--- src/rtl/aes_axis_pkg.sv ---
// Shared types and defaults for the AES AXI4-Stream block transmitter.
package aes_axis_pkg;

    localparam int BLK_S_DEF      = 128;
    localparam int WORD_S_DEF     = 32;
    localparam int WORDS_PER_BLK  = BLK_S_DEF / WORD_S_DEF;
    localparam int CNT_W          = (WORDS_PER_BLK > 1) ? $clog2(WORDS_PER_BLK) : 1;

    typedef enum logic {
        TX_IDLE = 1'b0,
        TX_SEND = 1'b1
    } tx_state_t;

    typedef struct packed {
        logic                 last;
        logic [BLK_S_DEF-1:0] data;
    } fifo_entry_t;

    function automatic int cnt_width(input int words);
        return (words > 1) ? $clog2(words) : 1;
    endfunction

endpackage

--- src/rtl/aes_blk_fifo.sv ---
// Synchronous block FIFO; exposes the head entry and the entry behind it
// so the transmitter can chain blocks without a bubble.
module aes_blk_fifo
    import aes_axis_pkg::*;
#(
    parameter int WIDTH = BLK_S_DEF + 1,
    parameter int DEPTH = 2,
    localparam int AW   = $clog2(DEPTH)
) (
    input  logic             clk,
    input  logic             rst_n,
    input  logic             push,
    input  logic [WIDTH-1:0] wr_data,
    input  logic             pop,
    output logic [WIDTH-1:0] head,
    output logic [WIDTH-1:0] peek,
    output logic             full,
    output logic             empty,
    output logic [AW:0]      count
);

    logic [WIDTH-1:0] mem [DEPTH];
    logic [AW-1:0]    wr_ptr;
    logic [AW-1:0]    rd_ptr;
    logic             do_push;
    logic             do_pop;

    assign full    = (count == (AW+1)'(DEPTH));
    assign empty   = (count == '0);
    assign do_push = push && !full;
    assign do_pop  = pop && !empty;
    assign head    = mem[rd_ptr];
    assign peek    = mem[rd_ptr + AW'(1)];

    always_ff @(posedge clk or negedge rst_n) begin
        if (!rst_n) begin
            wr_ptr <= '0;
            rd_ptr <= '0;
            count  <= '0;
        end else begin
            if (do_push) wr_ptr <= wr_ptr + AW'(1);
            if (do_pop)  rd_ptr <= rd_ptr + AW'(1);
            case ({do_push, do_pop})
                2'b10:   count <= count + (AW+1)'(1);
                2'b01:   count <= count - (AW+1)'(1);
                default: count <= count;
            endcase
        end
    end

    // Storage needs no reset: pointers and count define which entries are live.
    always_ff @(posedge clk) begin
        if (do_push) mem[wr_ptr] <= wr_data;
    end

endmodule

--- src/rtl/aes_axis_block_tx.sv ---
// Serializes buffered AES result blocks onto an AXI4-Stream master, MSW first.
//   state   | meaning
//   TX_IDLE | no beat offered, waiting for a buffered block
//   TX_SEND | beat cnt of the head block is on tdata, tvalid high
module aes_axis_block_tx
    import aes_axis_pkg::*;
#(
    parameter int BLK_S      = BLK_S_DEF,
    parameter int WORD_S     = WORD_S_DEF,
    parameter int FIFO_DEPTH = 2
) (
    input  logic              aclk,
    input  logic              aresetn,
    input  logic [BLK_S-1:0]  blk_data,
    input  logic              blk_last,
    input  logic              blk_valid,
    output logic              blk_ready,
    output logic [WORD_S-1:0] m00_axis_tdata,
    output logic              m00_axis_tvalid,
    input  logic              m00_axis_tready,
    output logic              m00_axis_tlast,
    output logic              busy
);

    localparam int N  = BLK_S / WORD_S;
    localparam int CW = cnt_width(N);
    localparam int AW = $clog2(FIFO_DEPTH);
    localparam logic [CW-1:0] CNT_LAST = CW'(N - 1);

    tx_state_t         state, state_nxt;
    logic [CW-1:0]     cnt, cnt_nxt, cnt_inc;
    logic [WORD_S-1:0] tdata_nxt;
    logic              tlast_nxt;
    logic [BLK_S:0]    head, peek;
    logic              full, empty, pop, hs;
    logic [AW:0]       count;

    function automatic logic [WORD_S-1:0] word_of(input logic [BLK_S:0] e,
                                                  input logic [CW-1:0] k);
        logic [BLK_S-1:0] sh;
        sh = e[BLK_S-1:0] << (k * WORD_S);
        return sh[BLK_S-1 -: WORD_S];
    endfunction

    aes_blk_fifo #(
        .WIDTH (BLK_S + 1),
        .DEPTH (FIFO_DEPTH)
    ) u_fifo (
        .clk     (aclk),
        .rst_n   (aresetn),
        .push    (blk_valid),
        .wr_data ({blk_last, blk_data}),
        .pop     (pop),
        .head    (head),
        .peek    (peek),
        .full    (full),
        .empty   (empty),
        .count   (count)
    );

    assign blk_ready       = !full;
    assign busy            = (count != '0);
    assign m00_axis_tvalid = (state == TX_SEND);
    assign hs              = m00_axis_tvalid && m00_axis_tready;
    assign cnt_inc         = cnt + CW'(1);

    always_comb begin
        state_nxt = state;
        cnt_nxt   = cnt;
        tdata_nxt = m00_axis_tdata;
        tlast_nxt = m00_axis_tlast;
        pop       = 1'b0;
        case (state)
            TX_IDLE: begin
                if (!empty) begin
                    state_nxt = TX_SEND;
                    cnt_nxt   = '0;
                    tdata_nxt = word_of(head, '0);
                    tlast_nxt = head[BLK_S] && (CNT_LAST == '0);
                end
            end
            TX_SEND: begin
                if (hs) begin
                    if (cnt == CNT_LAST) begin
                        pop     = 1'b1;
                        cnt_nxt = '0;
                        // A second buffered entry is chained straight in.
                        if (count > (AW+1)'(1)) begin
                            tdata_nxt = word_of(peek, '0);
                            tlast_nxt = peek[BLK_S] && (CNT_LAST == '0);
                        end else begin
                            state_nxt = TX_IDLE;
                            tdata_nxt = '0;
                            tlast_nxt = 1'b0;
                        end
                    end else begin
                        cnt_nxt   = cnt_inc;
                        tdata_nxt = word_of(head, cnt_inc);
                        tlast_nxt = head[BLK_S] && (cnt_inc == CNT_LAST);
                    end
                end
            end
            default: state_nxt = TX_IDLE;
        endcase
    end

    always_ff @(posedge aclk or negedge aresetn) begin
        if (!aresetn) begin
            state          <= TX_IDLE;
            cnt            <= '0;
            m00_axis_tdata <= '0;
            m00_axis_tlast <= 1'b0;
        end else begin
            state          <= state_nxt;
            cnt            <= cnt_nxt;
            m00_axis_tdata <= tdata_nxt;
            m00_axis_tlast <= tlast_nxt;
        end
    end

endmodule

--- config.mk ---
export PLATFORM = sky130hd
export DESIGN_NAME = aes_axis_block_tx
export DESIGN_NICKNAME = d
export VERILOG_FILES = /design/src/rtl/aes_axis_pkg.sv /design/src/rtl/aes_blk_fifo.sv /design/src/rtl/aes_axis_block_tx.sv
export SDC_FILE = /design/constraint.sdc
export NUM_CORES = 1
export LEC_CHECK = 0
export ABC_AREA = 0
export CORE_MARGIN = 2
export CORE_UTILIZATION = 25
export DETAILED_ROUTE_END_ITERATION = 10
export PLACE_DENSITY = 0.52
export SLEW_MARGIN = 20
export SYNTH_ARGS = -nofsm -noshare
export SYNTH_HDL_FRONTEND = slang
export SYNTH_SLANG_ARGS = --single-unit
--- constraint.sdc ---
create_clock -name aclk -period 6.2 [get_ports aclk]
set_input_delay 1.24 -clock aclk [delete_from_list [all_inputs] [get_ports aclk]]
set_output_delay 1.24 -clock aclk [all_outputs]
set_load 0.05 [all_outputs]
* Word level (Yosys, flattened, before mapping)
Memory sizes are Yosys's and may differ from the RTL's.
Index checks and enable logic that the tools add are counted.
** Storage, ports and cells
- Flip-flop bits (word level) :: 40
- Memory bits (writable) :: 258
- Memories kept :: 1
** Cells by class
- Add/sub/neg operators :: 5
- $lt $le $gt $ge :: 1
- Equality and inequality tests :: 7
- Shift-type cells :: 1
- Mux-type cells :: 24
- Bitwise operators :: 1
- Reduce and logical (&&, ||, !) cells :: 10
** Memory list
- u_fifo.mem :: depth 2, bits a word 129, read ports 2, clocked after Yosys merged registers in 0, write ports 1, line aes_blk_fifo.sv:22 : logic [WIDTH-1:0] mem [DEPTH];
** Operators with widths (count)
- $mux W32 :: 4
- $shl A128 B7 Y128 :: 1
- $pmux W32 S2 :: 1
- $mux W1 :: 12
- $eq A2 B2 Y1 const B :: 4
- $pmux W2 S2 :: 2
- $mux W2 :: 3
- $add A2 B1 Y2 const B :: 2
- $logic_and A1 B1 Y1 :: 4
- $pmux W1 S2 :: 2
- $reduce_bool A2 Y1 :: 2
- $add A1 B1 Y1 const B :: 2
- $eq A2 B1 Y1 const B :: 1
- $gt A2 B1 Y1 const B :: 1
- $logic_not A1 Y1 :: 2
- $logic_not A2 Y1 :: 1
- $ne A2 B1 Y1 const B :: 1
- $ne A2 B2 Y1 const B :: 1
- $reduce_and A2 Y1 :: 1
- $sub A2 B1 Y2 const B :: 1
- $not A1 Y1 :: 1

* Logic depth before layout (Yosys ltp)
- Word-level depth :: 7
- Mapped depth :: 8
- Gate-level depth less buffers :: 7

* Hierarchy
A second synthesis with hierarchy kept.
** Second synthesis, totals
- Cell total of the unflattened synthesis :: 774
- Area, all modules :: 14695.3 um2
** By module, submodules not included
- aes_blk_fifo :: instances 1, cells each 563, area each 11906.4 um2, sequential area each 7847.5 um2
- aes_axis_block_tx :: instances 1, cells each 211, area each 2788.9 um2, sequential area each 900.9 um2

* Worst setup path after synthesis
OpenSTA, ideal clock, no wires.
- Kind :: input -> register
- From :: input blk_valid
- To :: memory u_fifo.mem[0][0] (netlist name), enable pin
- Setup time :: 619 ps
- Arrival time :: 6710 ps
- Data required time :: 5581 ps
- Slack :: -1130 ps
- Stages on the path :: 2
- Path buffers :: 0
- Path through :: nand2_1 > nor2_1
** Between the ends
- Longest elaborated chain between the ends :: 3
** RTL lines
- from (decl) :: line aes_axis_block_tx.sv:16 : input logic blk_valid,
- $logic_and A1 B1 Y1 :: line aes_blk_fifo.sv:30 : assign do_push = push && !full;
- $mux W1 :: line aes_blk_fifo.sv:53 : if (do_push) mem[wr_ptr] <= wr_data;
- $mux W1 (implied by the code) :: line aes_blk_fifo.sv:53
- to (decl) :: line aes_blk_fifo.sv:22
Every way passes these cells.

* Final worst setup path
- From :: register u_fifo.count[1]
- To :: output busy
** Between the ends
- Longest elaborated chain between the ends :: 1
** RTL lines
- from (decl) :: line aes_blk_fifo.sv:19 : output logic [AW:0] count
- from (signal assigned) :: line aes_blk_fifo.sv:44 : 2'b10: count <= count + (AW+1)'(1);
- from (signal assigned) :: line aes_blk_fifo.sv:45 : 2'b01: count <= count - (AW+1)'(1);
- from (signal assigned) :: line aes_blk_fifo.sv:46 : default: count <= count;
- $reduce_bool A2 Y1 :: line aes_axis_block_tx.sv:62 : assign busy = (count != '0);
- to (decl) :: line aes_axis_block_tx.sv:22 : output logic busy
Every way passes these cells.

==> metrics.md <==
| Metric | Value |
|---|---|
| Post-CTS resize count | 0 |
| WL/cell | 19.40 um |
| Fin. Hold Viols | 0 |
| Pin count of the biggest net entering global routing | 71 |
| DR vias | 7654 |
| Total track usage | 0.1258 |
| Family with the most delay on the worst path | buffers and inverters |
| Final #Nets | 1167 |
| Cts bufs inserted | 34 |
| Most frequent cells in the layout | 258 x edfxtp_1, 184 x mux2i_1, 167 x clkdlybuf4s50_1 |
| # rows | 82 |
| Die ar. | 52620 um^2 |
| CTS sink cnt | 298 |
| Hold crit path type | reg2reg |
| Status | finished, final reports clean |
| Synthesized Nets | 1008 |
| Share of cells above drive strength 1 | 0.07977 |
| R2R Setup Slk | 3.00 ns |
| Slew @ Worst Pin | 1.090 ns |
| Crit path kind | reg2out |
| Total number of yosys warnings | 0 |
| Mapped Area | 12700 um^2 |
| Final WL | 33.47 mm |
| Initial antenna violation count | 0 |
| Commonest non-fill, non-tap cell in the layout | edfxtp_1 |
| DRC viols | 0 |
| Fin. max-slew vios | 0 |
| Fmax | 0.2988 GHz |
| Most frequent CP cell | inv_1 |
| Area growth, synth to finish | 26.41% |
| Drt initial violations | 412 |
| Final setup viols | 0 |
| Worst Path Arrival | 2.11 ns |
| Slowest-stage cell, CP | clkdlybuf4s50_1 |
| Final ANT Viol Nets | 0 |
| DP Wirelength | 20.52 mm |
| Yosys top cell by area | edfxtp_1 |
| Reg clk slew, reported paths | 0.06 ns |
| FF-to-FF Start | cnt[0] |
| Cells along the critical path | inv_1, ha_1, inv_1, clkdlybuf4s50_1 |
| Starting Density | 0.2532 |
| Post-synth top area share | 0.6100 |
| Number of synthesized flops with an enable pin | 258 |
| Hold path endpoint | m00_axis_tdata[16] |
| CP max FO | 5 |
| Diodes inserted | 0 |
| CP peak stage delay | 0.79 ns |
| Cells after synthesis | 869 |
| Final GP Congestion | 0.6888 |
| Fraction of registers with async set/reset | 0.1342 |
| Crit path buffers/inverters | 3 |
| Reg2reg path depth | 8 |
| # port buffers | 168 |
| R2R Path End | m00_axis_tdata[6] |
| Pre-CTS setup slack | 2.630 ns |
| Leakage | 5.815 nW |
| Min-Delay Path Depth | 2 |
| FILL cells | 4933 |
| CTS Buffer Depth | 3 |
| Power per Cell Area | 518.2 nW/um^2 |
| Die X | 229.4 um |
| Post-synthesis cell type count | 31 |
| Sequential share of the synthesized area | 0.6888 |
| Hold Path Origin | m00_axis_tdata[16] |
| Clock skew after layout | 0.01885 ns |
| Setup TNS | 0 ns |
| First-pass GRT wire length | 49.34 mm |
| Post-CTS setup buffer count | 0 |
| Vias per cell | 4.437 |
| Die height | 229.4 um |
| Startpoint types | flip-flop |
| Crit path capture type | output port |
| Root Buffer | clkbuf_16 |
| Max-cap viol count | 0 |
| First drt pass iteration count | 4 |
| Syn Area/Cell | 14.62 um^2 |
| Tcrit/Tclk final | 0.5399 |
| TritonCTS clock tree | done |
| Vias in the first global route | 8077 |
| Post-layout util | 0.3200 |
| Number of synthesized register bits | 298 |
| RSZ-0062 raised after global routing | false |
| Max IR drop VDD | 381.4 uV |
| Fin crit period | 3.347 ns |
| Req. time, crit path | 4.96 ns |
| PnR worst setup slack | 2.853 ns |
| Slew margin rel. | 0.2736 |
| Predominant post-synthesis flop cell | edfxtp_1 |
| Top-Level Pins | 169 |
| Core Area | 50170 um^2 |
| Insertion delay to the later sink of the worst-skew pair | 0.53 ns |
| Remaining global-route overflow | 0 |
| H-tree depth | 2 |
| Hold buffers post-CTS | 0 |
| Main area contributors after synthesis | edfxtp_1 61%, mux2i_1 15%, dfrtp_1 7.9%, nand2_1 3.4%, a22oi_1 1.9% |
==> synth_stat cells (all sizes together), types with 3 or more instances <==
library cell  number
buf               39
mux2               9
nor2b              3
edfxtp           258
inv                8
o21ai             76
mux2i            184
a31oi             32
a22oi             32
dfrtp             40
nand2            116
clkbuf            19
a21oi             35
ha                 6
xnor2              3
==> power by group <==
group / internal [W] / leakage (nW) / switching [W]
clock network: 0.00106 / 0.497 / 0.000779
registers: 0.00278 / 2.89 / 0.000290
logic: 0.00129 / 2.43 / 0.00212
==> logic make-up after synthesis <==
group | after synthesis | share of synthesized area
adder cells (fa/ha/maj) | 6 | 0.005911
flip-flops | 298 | 0.6888
AND/OR/NAND/NOR | 125 | 0.03891
AO/OA/AOI/OAI | 177 | 0.07999
XOR/XNOR | 4 | 0.002759
multiplexers | 193 | 0.1530
buffers and inverters | 66 | 0.03064
==> per-stage QoR <==
step                      hold slack, ns  total power (W)  instances  area (um^2)
after floorplan                   0.4733         0.005541        869        12700
after global placement            0.4743         0.006520       1664        15040
after detailed placement          0.4788         0.006572       1664        15040
after CTS                         0.4912         0.008448       1725        16060
after global routing              0.5021         0.008787       1725        16060
final                             0.4884         0.008319       1725        16060
==> worst register-to-register path: stages (launching register included) <==
cell and delay [ns]:
dfrtp_1 0.54, inv_1 0.14, ha_4 0.44, buf_4 0.87, nor2_4 0.33, buf_4 0.36, a21oi_1 0.20, a31oi_1 0.13
o21ai_1 0.13
==> state kept, by name (all words and copies together) (netlist names) <==
register         flops
u_fifo.mem         258
m00_axis_tdata      32
cnt                  2
m00_axis_tlast       1
u_fifo.rd_ptr        1
u_fifo.wr_ptr        1
u_fifo.count         2
m00_axis_tvalid      1
==> area by class of cell <==
type | count | area (um^2) | share of cell area
flip-flops and latches | 298 | 8753 | 0.5452
multi-input cells | 505 | 3623 | 0.2257
repair buffers | 181 | 1789 | 0.1114
clock buffers | 45 | 933.4 | 0.05814
well taps | 672 | 840.8 | 0.05237
clock inverters | 16 | 85.08 | 0.005299
inverters | 8 | 30.03 | 0.001870
==> worst max-delay path by stage <==
stage / start / depth (start not counted) / end / slack, ns
2_1_floorplan: blk_valid / 2 / u_fifo.mem[0][0] / 1.05
3_3_place_gp: blk_valid / 3 / u_fifo.mem[1][95] / 2.65
3_5_place_dp: blk_valid / 3 / u_fifo.mem[1][80] / 2.63
4_1_cts: u_fifo.count[1] / 4 / busy / 2.77
5_1_grt: u_fifo.count[1] / 4 / busy / 2.71
6_report: u_fifo.count[1] / 4 / busy / 2.85
==> routing by layer <==
layer	vias up	track usage	share of wire
met5	-	0	0
met4	0	0.05398	0.030
met3	67	0.02166	0.041
met2	203	0.2052	0.47
met1	3770	0.1645	0.46
li1	3614	-	-
No activity file was read; power rests on OpenSTA's default activity.
